File: config.mk
export PLATFORM = sky130hd
export DESIGN_NAME = entropy_serial_tx
export DESIGN_NICKNAME = d
export VERILOG_FILES = /design/src/rtl/entropy_pkg.sv /design/src/rtl/entropy_serial_tx_fifo.sv /design/src/rtl/entropy_serial_tx.sv
export SDC_FILE = /design/constraint.sdc
export NUM_CORES = 1
export LEC_CHECK = 0
export CORE_UTILIZATION = 43
export CTS_CLUSTER_SIZE = 24
export DETAILED_ROUTE_END_ITERATION = 8
export PLACE_DENSITY = 0.68
export SETUP_SLACK_MARGIN = 0.02
export SLEW_MARGIN = 0
export SYNTH_ARGS = -nofsm -noshare
export SYNTH_HDL_FRONTEND = slang
export SYNTH_SLANG_ARGS = --single-unit
File: constraint.sdc
create_clock -name clk -period 2.9 [get_ports clk]
set_input_delay 0.58 -clock clk [delete_from_list [all_inputs] [get_ports clk]]
set_output_delay 0.58 -clock clk [all_outputs]
set_load 0.02 [all_outputs]
File: src/rtl/entropy_pkg.sv
// -----------------------------------------------------------------------------
// entropy_pkg
// Shared types and constants for the entropy serial transmitter.
//   tx_state_t : transmit FSM states (idle, strobe low, strobe high, gap)
//   BYTE_W     : width of one entropy byte
//   FIFO_DEPTH : entries in the input queue
//   sel_bit    : picks the bit on the line for a given bit index and order
// -----------------------------------------------------------------------------
package entropy_pkg;

    localparam int BYTE_W     = 8;
    localparam int FIFO_DEPTH = 2;

    typedef enum logic [1:0] {
        ST_IDLE = 2'd0,
        ST_LOW  = 2'd1,
        ST_HIGH = 2'd2,
        ST_GAP  = 2'd3
    } tx_state_t;

    // Bit idx of the outgoing sequence: counted from bit 7 when msb_first,
    // from bit 0 otherwise.
    function automatic logic sel_bit(
        input logic [BYTE_W-1:0] b,
        input logic [2:0]        idx,
        input logic              msb_first
    );
        logic [2:0] pos;
        pos = msb_first ? (3'd7 - idx) : idx;
        return b[pos];
    endfunction

endpackage

File: src/rtl/entropy_serial_tx_fifo.sv
// -----------------------------------------------------------------------------
// byte_fifo2
// Two-entry first-in first-out byte queue with a registered occupancy count.
//   clk, rst_n : clock, asynchronous active-low reset (empties the queue)
//   push_i     : write wdata_i this cycle (ignored when full)
//   wdata_i    : byte to write
//   pop_i      : drop the head entry this cycle (ignored when empty)
//   rdata_o    : head entry, valid whenever empty_o is low
//   full_o     : both entries occupied
//   empty_o    : no entries occupied
//   count_o    : occupancy 0..2
// Push and pop in the same cycle are legal at any occupancy the guards allow.
// -----------------------------------------------------------------------------
module byte_fifo2
    import entropy_pkg::*;
(
    input  logic              clk,
    input  logic              rst_n,
    input  logic              push_i,
    input  logic [BYTE_W-1:0] wdata_i,
    input  logic              pop_i,
    output logic [BYTE_W-1:0] rdata_o,
    output logic              full_o,
    output logic              empty_o,
    output logic [1:0]        count_o
);

    logic [BYTE_W-1:0] mem_q [FIFO_DEPTH];
    logic              wr_ptr_q;
    logic              wr_ptr_d;
    logic              rd_ptr_q;
    logic              rd_ptr_d;
    logic [1:0]        count_q;
    logic [1:0]        count_d;
    logic              push_ok;
    logic              pop_ok;

    assign full_o  = (count_q == 2'd2);
    assign empty_o = (count_q == 2'd0);
    assign count_o = count_q;
    assign rdata_o = mem_q[rd_ptr_q];

    assign push_ok = push_i && !full_o;
    assign pop_ok  = pop_i && !empty_o;

    always_comb begin
        wr_ptr_d = wr_ptr_q;
        rd_ptr_d = rd_ptr_q;
        count_d  = count_q;
        if (push_ok) begin
            wr_ptr_d = ~wr_ptr_q;
        end
        if (pop_ok) begin
            rd_ptr_d = ~rd_ptr_q;
        end
        case ({push_ok, pop_ok})
            2'b10:   count_d = count_q + 2'd1;
            2'b01:   count_d = count_q - 2'd1;
            default: count_d = count_q;
        endcase
    end

    always_ff @(posedge clk or negedge rst_n) begin
        if (!rst_n) begin
            wr_ptr_q <= 1'b0;
            rd_ptr_q <= 1'b0;
            count_q  <= 2'd0;
        end else begin
            wr_ptr_q <= wr_ptr_d;
            rd_ptr_q <= rd_ptr_d;
            count_q  <= count_d;
        end
    end

    // Storage needs no reset: an entry is only read after it has been written.
    generate
        for (genvar gi = 0; gi < FIFO_DEPTH; gi++) begin : g_entry
            always_ff @(posedge clk) begin
                if (push_ok && (wr_ptr_q == gi[0])) begin
                    mem_q[gi] <= wdata_i;
                end
            end
        end
    endgenerate

endmodule

File: src/rtl/entropy_serial_tx.sv
// -----------------------------------------------------------------------------
// entropy_serial_tx
// Bit-serial transmitter for entropy bytes. Bytes arrive over a valid/ready
// handshake, wait in a 2-entry queue, and leave one bit per strobe period on
// ser_data, framed by ser_frame. The receiver samples ser_data on the rising
// edge of ser_clk; ser_data only changes while ser_clk is low.
//   Parameters:
//     DIV       : system clocks per strobe half-period (1..255)
//     MSB_FIRST : 1 = bit 7 first, 0 = bit 0 first
//     GAP       : idle cycles with ser_frame low between bytes (1..255)
//   Ports:
//     clk, rst_n : clock, asynchronous active-low reset
//     en         : transmit enable (gates acceptance and byte starts)
//     in_byte    : byte to send
//     in_valid   : in_byte valid
//     in_ready   : byte can be accepted this cycle
//     ser_data   : serial data
//     ser_clk    : serial strobe
//     ser_frame  : high while a byte is on the line
//     busy       : FSM active or queue non-empty
//     bytes_sent : wrapping count of completed bytes
// -----------------------------------------------------------------------------
module entropy_serial_tx
    import entropy_pkg::*;
#(
    parameter int unsigned DIV       = 4,
    parameter int unsigned MSB_FIRST = 1,
    parameter int unsigned GAP       = 4
) (
    input  logic              clk,
    input  logic              rst_n,
    input  logic              en,
    input  logic [BYTE_W-1:0] in_byte,
    input  logic              in_valid,
    output logic              in_ready,
    output logic              ser_data,
    output logic              ser_clk,
    output logic              ser_frame,
    output logic              busy,
    output logic [7:0]        bytes_sent
);

    localparam logic [7:0] DIV_LAST = 8'(DIV - 1);
    localparam logic [7:0] GAP_LAST = 8'(GAP - 1);
    localparam logic       MSB_SEL  = (MSB_FIRST != 0);

    tx_state_t         state_q;
    tx_state_t         state_d;
    logic [7:0]        cnt_q;
    logic [7:0]        cnt_d;
    logic [2:0]        idx_q;
    logic [2:0]        idx_d;
    logic [BYTE_W-1:0] shreg_q;
    logic [BYTE_W-1:0] shreg_d;
    logic              data_q;
    logic              data_d;
    logic              clk_q;
    logic              frame_q;
    logic              busy_q;
    logic [7:0]        sent_q;
    logic              run_q;

    logic              push;
    logic              pop;
    logic              sent_inc;
    logic [BYTE_W-1:0] fifo_rdata;
    logic              fifo_full;
    logic              fifo_empty;
    logic [1:0]        fifo_count;
    logic [1:0]        fifo_count_next;

    // run_q is cleared by reset, so in_ready stays low while rst_n is
    // asserted even if en is held high by the upstream logic.
    assign in_ready = run_q && en && !fifo_full;
    assign push     = in_valid && in_ready;

    byte_fifo2 u_fifo (
        .clk     (clk),
        .rst_n   (rst_n),
        .push_i  (push),
        .wdata_i (in_byte),
        .pop_i   (pop),
        .rdata_o (fifo_rdata),
        .full_o  (fifo_full),
        .empty_o (fifo_empty),
        .count_o (fifo_count)
    );

    // Occupancy the queue will hold after this edge; busy is registered from
    // it so it lines up with the state register.
    assign fifo_count_next = fifo_count + {1'b0, push} - {1'b0, pop};

    // -------------------------------------------------------------------------
    // Next-state logic: half-period / gap counter, bit index, shift register.
    // -------------------------------------------------------------------------
    always_comb begin
        state_d  = state_q;
        cnt_d    = cnt_q;
        idx_d    = idx_q;
        shreg_d  = shreg_q;
        pop      = 1'b0;
        sent_inc = 1'b0;

        case (state_q)
            ST_IDLE: begin
                cnt_d = 8'd0;
                if (en && !fifo_empty) begin
                    pop     = 1'b1;
                    shreg_d = fifo_rdata;
                    idx_d   = 3'd0;
                    state_d = ST_LOW;
                end
            end

            ST_LOW: begin
                if (cnt_q == DIV_LAST) begin
                    cnt_d   = 8'd0;
                    state_d = ST_HIGH;
                end else begin
                    cnt_d = cnt_q + 8'd1;
                end
            end

            ST_HIGH: begin
                if (cnt_q == DIV_LAST) begin
                    cnt_d = 8'd0;
                    if (idx_q != 3'd7) begin
                        idx_d   = idx_q + 3'd1;
                        state_d = ST_LOW;
                    end else begin
                        sent_inc = 1'b1;
                        state_d  = ST_GAP;
                    end
                end else begin
                    cnt_d = cnt_q + 8'd1;
                end
            end

            ST_GAP: begin
                if (cnt_q == GAP_LAST) begin
                    cnt_d = 8'd0;
                    // Chain straight into the next byte when one is waiting,
                    // skipping the extra IDLE cycle.
                    if (en && !fifo_empty) begin
                        pop     = 1'b1;
                        shreg_d = fifo_rdata;
                        idx_d   = 3'd0;
                        state_d = ST_LOW;
                    end else begin
                        state_d = ST_IDLE;
                    end
                end else begin
                    cnt_d = cnt_q + 8'd1;
                end
            end

            default: begin
                state_d = ST_IDLE;
                cnt_d   = 8'd0;
            end
        endcase
    end

    // Line data follows the state being entered: the bit is set up on entry
    // to LOW and frozen through HIGH so it never moves while ser_clk is high.
    always_comb begin
        data_d = 1'b0;
        case (state_d)
            ST_LOW:  data_d = sel_bit(shreg_d, idx_d, MSB_SEL);
            ST_HIGH: data_d = data_q;
            default: data_d = 1'b0;
        endcase
    end

    // -------------------------------------------------------------------------
    // State and registered outputs
    // -------------------------------------------------------------------------
    always_ff @(posedge clk or negedge rst_n) begin
        if (!rst_n) begin
            state_q <= ST_IDLE;
            cnt_q   <= 8'd0;
            idx_q   <= 3'd0;
            shreg_q <= '0;
            data_q  <= 1'b0;
            clk_q   <= 1'b0;
            frame_q <= 1'b0;
            busy_q  <= 1'b0;
            sent_q  <= 8'd0;
            run_q   <= 1'b0;
        end else begin
            state_q <= state_d;
            cnt_q   <= cnt_d;
            idx_q   <= idx_d;
            shreg_q <= shreg_d;
            data_q  <= data_d;
            clk_q   <= (state_d == ST_HIGH);
            frame_q <= (state_d == ST_LOW) || (state_d == ST_HIGH);
            busy_q  <= (state_d != ST_IDLE) || (fifo_count_next != 2'd0);
            run_q   <= 1'b1;
            if (sent_inc) begin
                sent_q <= sent_q + 8'd1;
            end
        end
    end

    assign ser_data   = data_q;
    assign ser_clk    = clk_q;
    assign ser_frame  = frame_q;
    assign busy       = busy_q;
    assign bytes_sent = sent_q;

endmodule

==> run_results.csv <==
group,metric,value,unit
worst_setup_path,worstPathCellList,"ha_1, or3b_2, or3_4, mux2i_4, or2_1, o211ai_1, o211ai_1, a32o_1",
outcome,outcome,"complete, no violations",
sta,finalCritPeriodShare,92.89,%
power,p_total,0.001502,W
sta,slew-limit-headroom,45.13,%
worst_setup_path,slowest_delay,0.50,ns
finish,area_growth,17.50,%
power,p_sw_share,23.71,%
power,power.share.clock,34.9,%
finish,antenna_cells,0,
clock_tree,clock-sinks,54,
finish,nets,263,
grt,grtUsageTotal,15.42,%
yosys,synth_top_flop_cell,"dfrtp_1",
worst_setup_path,cpMaxStageDelayCell,"or3b_2",
detailed_routing,drt.antenna.violating_nets,0,
die,die-area,0.006299,mm²
yosys,synthCells,207,
worst_setup_path,crit_fanout,5,
clock_tree,post_cts_resized,0,
yosys,yosys_warnings,0,
place,dpl.hpwl,3014,µm
run,max-cap-violations,0,
min_path,min_path_type,"in -> async",
yosys,synth.most_common_cell,"dfrtp_1",
die,start_util,45.62,%
worst_setup_path,required,3.11,ns
detailed_routing,drt-total-wl,4160,µm
die,io_pins,25,
grt,antenna_found_initial,0,
yosys,synth-edff-count,16,
place,portBuffers,24,
detailed_routing,remaining_drc_errors,0,
sta,setup_tns,0,ns
worst_setup_path,cp.arrival,2.90,ns
clock_tree,post-cts-setup-buffers,0,
die,row_count,27,
grt,grt_overflow_total,0,
yosys,ys_seq_area_share,55.61,%
yosys,ys_top_cells_by_area,"dfrtp_1 (37%), edfxtp_1 (19%), ha_1 (6.8%), xnor2_1 (3.7%), mux2i_1 (3.5%)",
power,p_leak,1.281,nW
detailed_routing,vias_per_cell,5.281,
power,intPower,0.001146,W
yosys,synth_top_area_share,36.95,%
yosys,synth_area_per_cell,12.43,µm²
sta,fmax,371.2,MHz
worst_setup_path,critPathBufInv,0,
yosys,netlist_area,0.002574,mm²
power,comb_power_share,8.3,%
yosys,async_reset_ff_share,70.37,%
yosys,synth_cell_type_count,46,
yosys,syn-num-nets,233,
finish,drive_gt1_share,10.08,%
clock_tree,cts_tree,"yes",
sta,worstMarginPinSlew,0.8230,ns
power,p_seq_share,56.8,%
yosys,netlist_top_cells_count,"dfrtp_1 (38), edfxtp_1 (16), ha_1 (14)",
die,die-height,79.37,µm
worst_setup_path,timing_worst_setup_path_type,"reg -> reg",
place,gpl.final_weighted_congestion,0.8620,
sta,slew_violations,0,
sta,skew,0.007448,ns
sta,finalCriticalPeriod,2.694,ns
sta,hold_violations,0,
sta,postLayoutSetupSlackWorst,0.2062,ns
clock_tree,clock_path_buffers,2,
sta,setup_viol,0,
clock_tree,ctsHoldBuffers,0,
clock_tree,cts_max_level,2,
yosys,yosys_register_bits,54,
worst_setup_path,start_kind,"flop",
place,dp_slack,0.1159,ns
clock_tree,clkTransAtPathRegs,0.10,ns
power,irDropWorstVdd,0.2592,mV
grt,grt_pass1_wl,7445,µm
yosys,netlist.top_cell.by_area,"dfrtp_1",
clock_tree,root_buffer,"clkbuf_8",
detailed_routing,wire_per_inst,13.42,µm
power,p_switching,0.0003561,W
die,die_w,79.37,µm
grt,grt_max_degree,39,
die,coreArea,0.005642,mm²
worst_setup_path,path_common_cell,"o211ai_1",
power,power_density,496.6,mW/mm²
sta,rsz0062_at_grt,"false",
detailed_routing,via_count,1637,
clock_tree,clkLatencyLatePin,0.31,ns
clock_tree,cts_buffers,5,
worst_setup_path,cp-end-kind,"flop",
worst_setup_path,path_delay_family,"simple AND/OR/NAND/NOR gates",
detailed_routing,drt-initial-drc-count,102,
grt,grt_pass1_vias,1627,
detailed_routing,drt-pass1-iter-count,4,
[layer usage]
layer  vias up  GRT usage (%)  routed length, µm
met2        38          24.83               1913
met5         -              0                  0
met4         0          5.818                 80
li1        806              -                  -
met3         8          4.368                177
met1       785          19.64               1988
[state kept, by name, indices dropped and copies added, names as in the netlist, 2 cells and up]
signal          count
u_fifo.mem_q       16
state_q             2
cnt_q               8
u_fifo.count_o      2
idx_q               3
shreg_q             8
bytes_sent          8
[power groups by stage]
stage / combinational [W] / sequential [W] / clock (W)
after CTS: 0.000127 / 0.000853 / 0.000540
final: 0.000124 / 0.000853 / 0.000524
after global placement: 0.000123 / 0.000869 / 0
after global routing: 0.000146 / 0.000861 / 0.000570
after floorplan: 0.0000788 / 0.000864 / 0
after detailed placement: 0.000125 / 0.000869 / 0
[per-stage QoR]
stage | hold WS, ns | area [µm²] | std cells | utilization, %
2_1_floorplan | 0.2844 | 2574 | 207 | -
3_3_place_gp | 0.4618 | 2907 | 302 | 51.52
3_5_place_dp | 0.4677 | 2907 | 302 | 51.52
4_1_cts | 0.3838 | 3024 | 310 | 53.60
5_1_grt | 0.4308 | 3024 | 310 | 53.60
6_report | 0.3464 | 3024 | 310 | 53.60
[cell usage in the layout (no fill, tap or decap), types with 2 or more instances in the layout]
master and instances:
nor2_1 8, and3_1 7, nand3_1 8, nand2_1 7, o2bb2ai_1 4, ha_1 14
nand3b_1 3, dfrtp_1 38, nor3b_1 2, edfxtp_1 16, xor2_1 9, clkbuf_8 5
xnor2_1 11, a32o_1 2, a21oi_1 4, buf_4 6, clkdlybuf4s50_1 23, o221ai_1 3
inv_1 11, or4_4 2, nor3_1 5, o211ai_1 4, nor2b_1 2, nand4_1 4
o21ai_0 7, a211o_1 2, mux2i_1 9
[worst reg2reg max path: stages, from the launching register on]
cell and delay, ns:
dfrtp_1 0.43, ha_1 0.19, or3b_2 0.50, or3_4 0.42, mux2i_4 0.21, or2_1 0.29, o211ai_1 0.19, o211ai_1 0.11
a32o_1 0.25
[area by class of cell]
type	instances	area [µm²]
clock buffers	5	68.82
inverters	11	41.29
repair buffers	30	280.3
multi-input cells	135	1064
clock inverters	3	48.80
flip-flops and latches	54	1431
well taps	72	90.09
fillers	475	2618
[worst paths after layout]
| check | startpoint | to | slack [ns] | depth (start not counted) |
|---|---|---|---|---|
| max in group asynchronous | rst_n | bytes_sent[1] | 2.02 | 1 |
| setup / recovery | cnt_q[0] | ser_data | 0.21 | 8 |
| hold / removal | rst_n | cnt_q[0] | 0.35 | 1 |
| min in group clk | bytes_sent[7] | bytes_sent[7] | 0.48 | 1 |
| hold reg to reg | bytes_sent[7] | bytes_sent[7] | 0.48 | 1 |
| setup reg to reg | cnt_q[0] | ser_data | 0.21 | 8 |
[logic make-up (layout without fill, tap and decap cells)]
kind of cell               after synthesis  in the layout  share of synthesized area, %
AOI/OAI and AO/OA                       33             33                         10.21
xor gates and xnor gates                20             20                         6.806
adders and majority gates               14             14                         6.806
buffers and inverters                   18             49                         3.062
DFF                                     54             54                         55.61
muxes                                   11             11                         4.813
other                                    1              1                        0.1457
and+or+nand+nor                         56             56                         12.54
(Power assumes the default switching activity.)
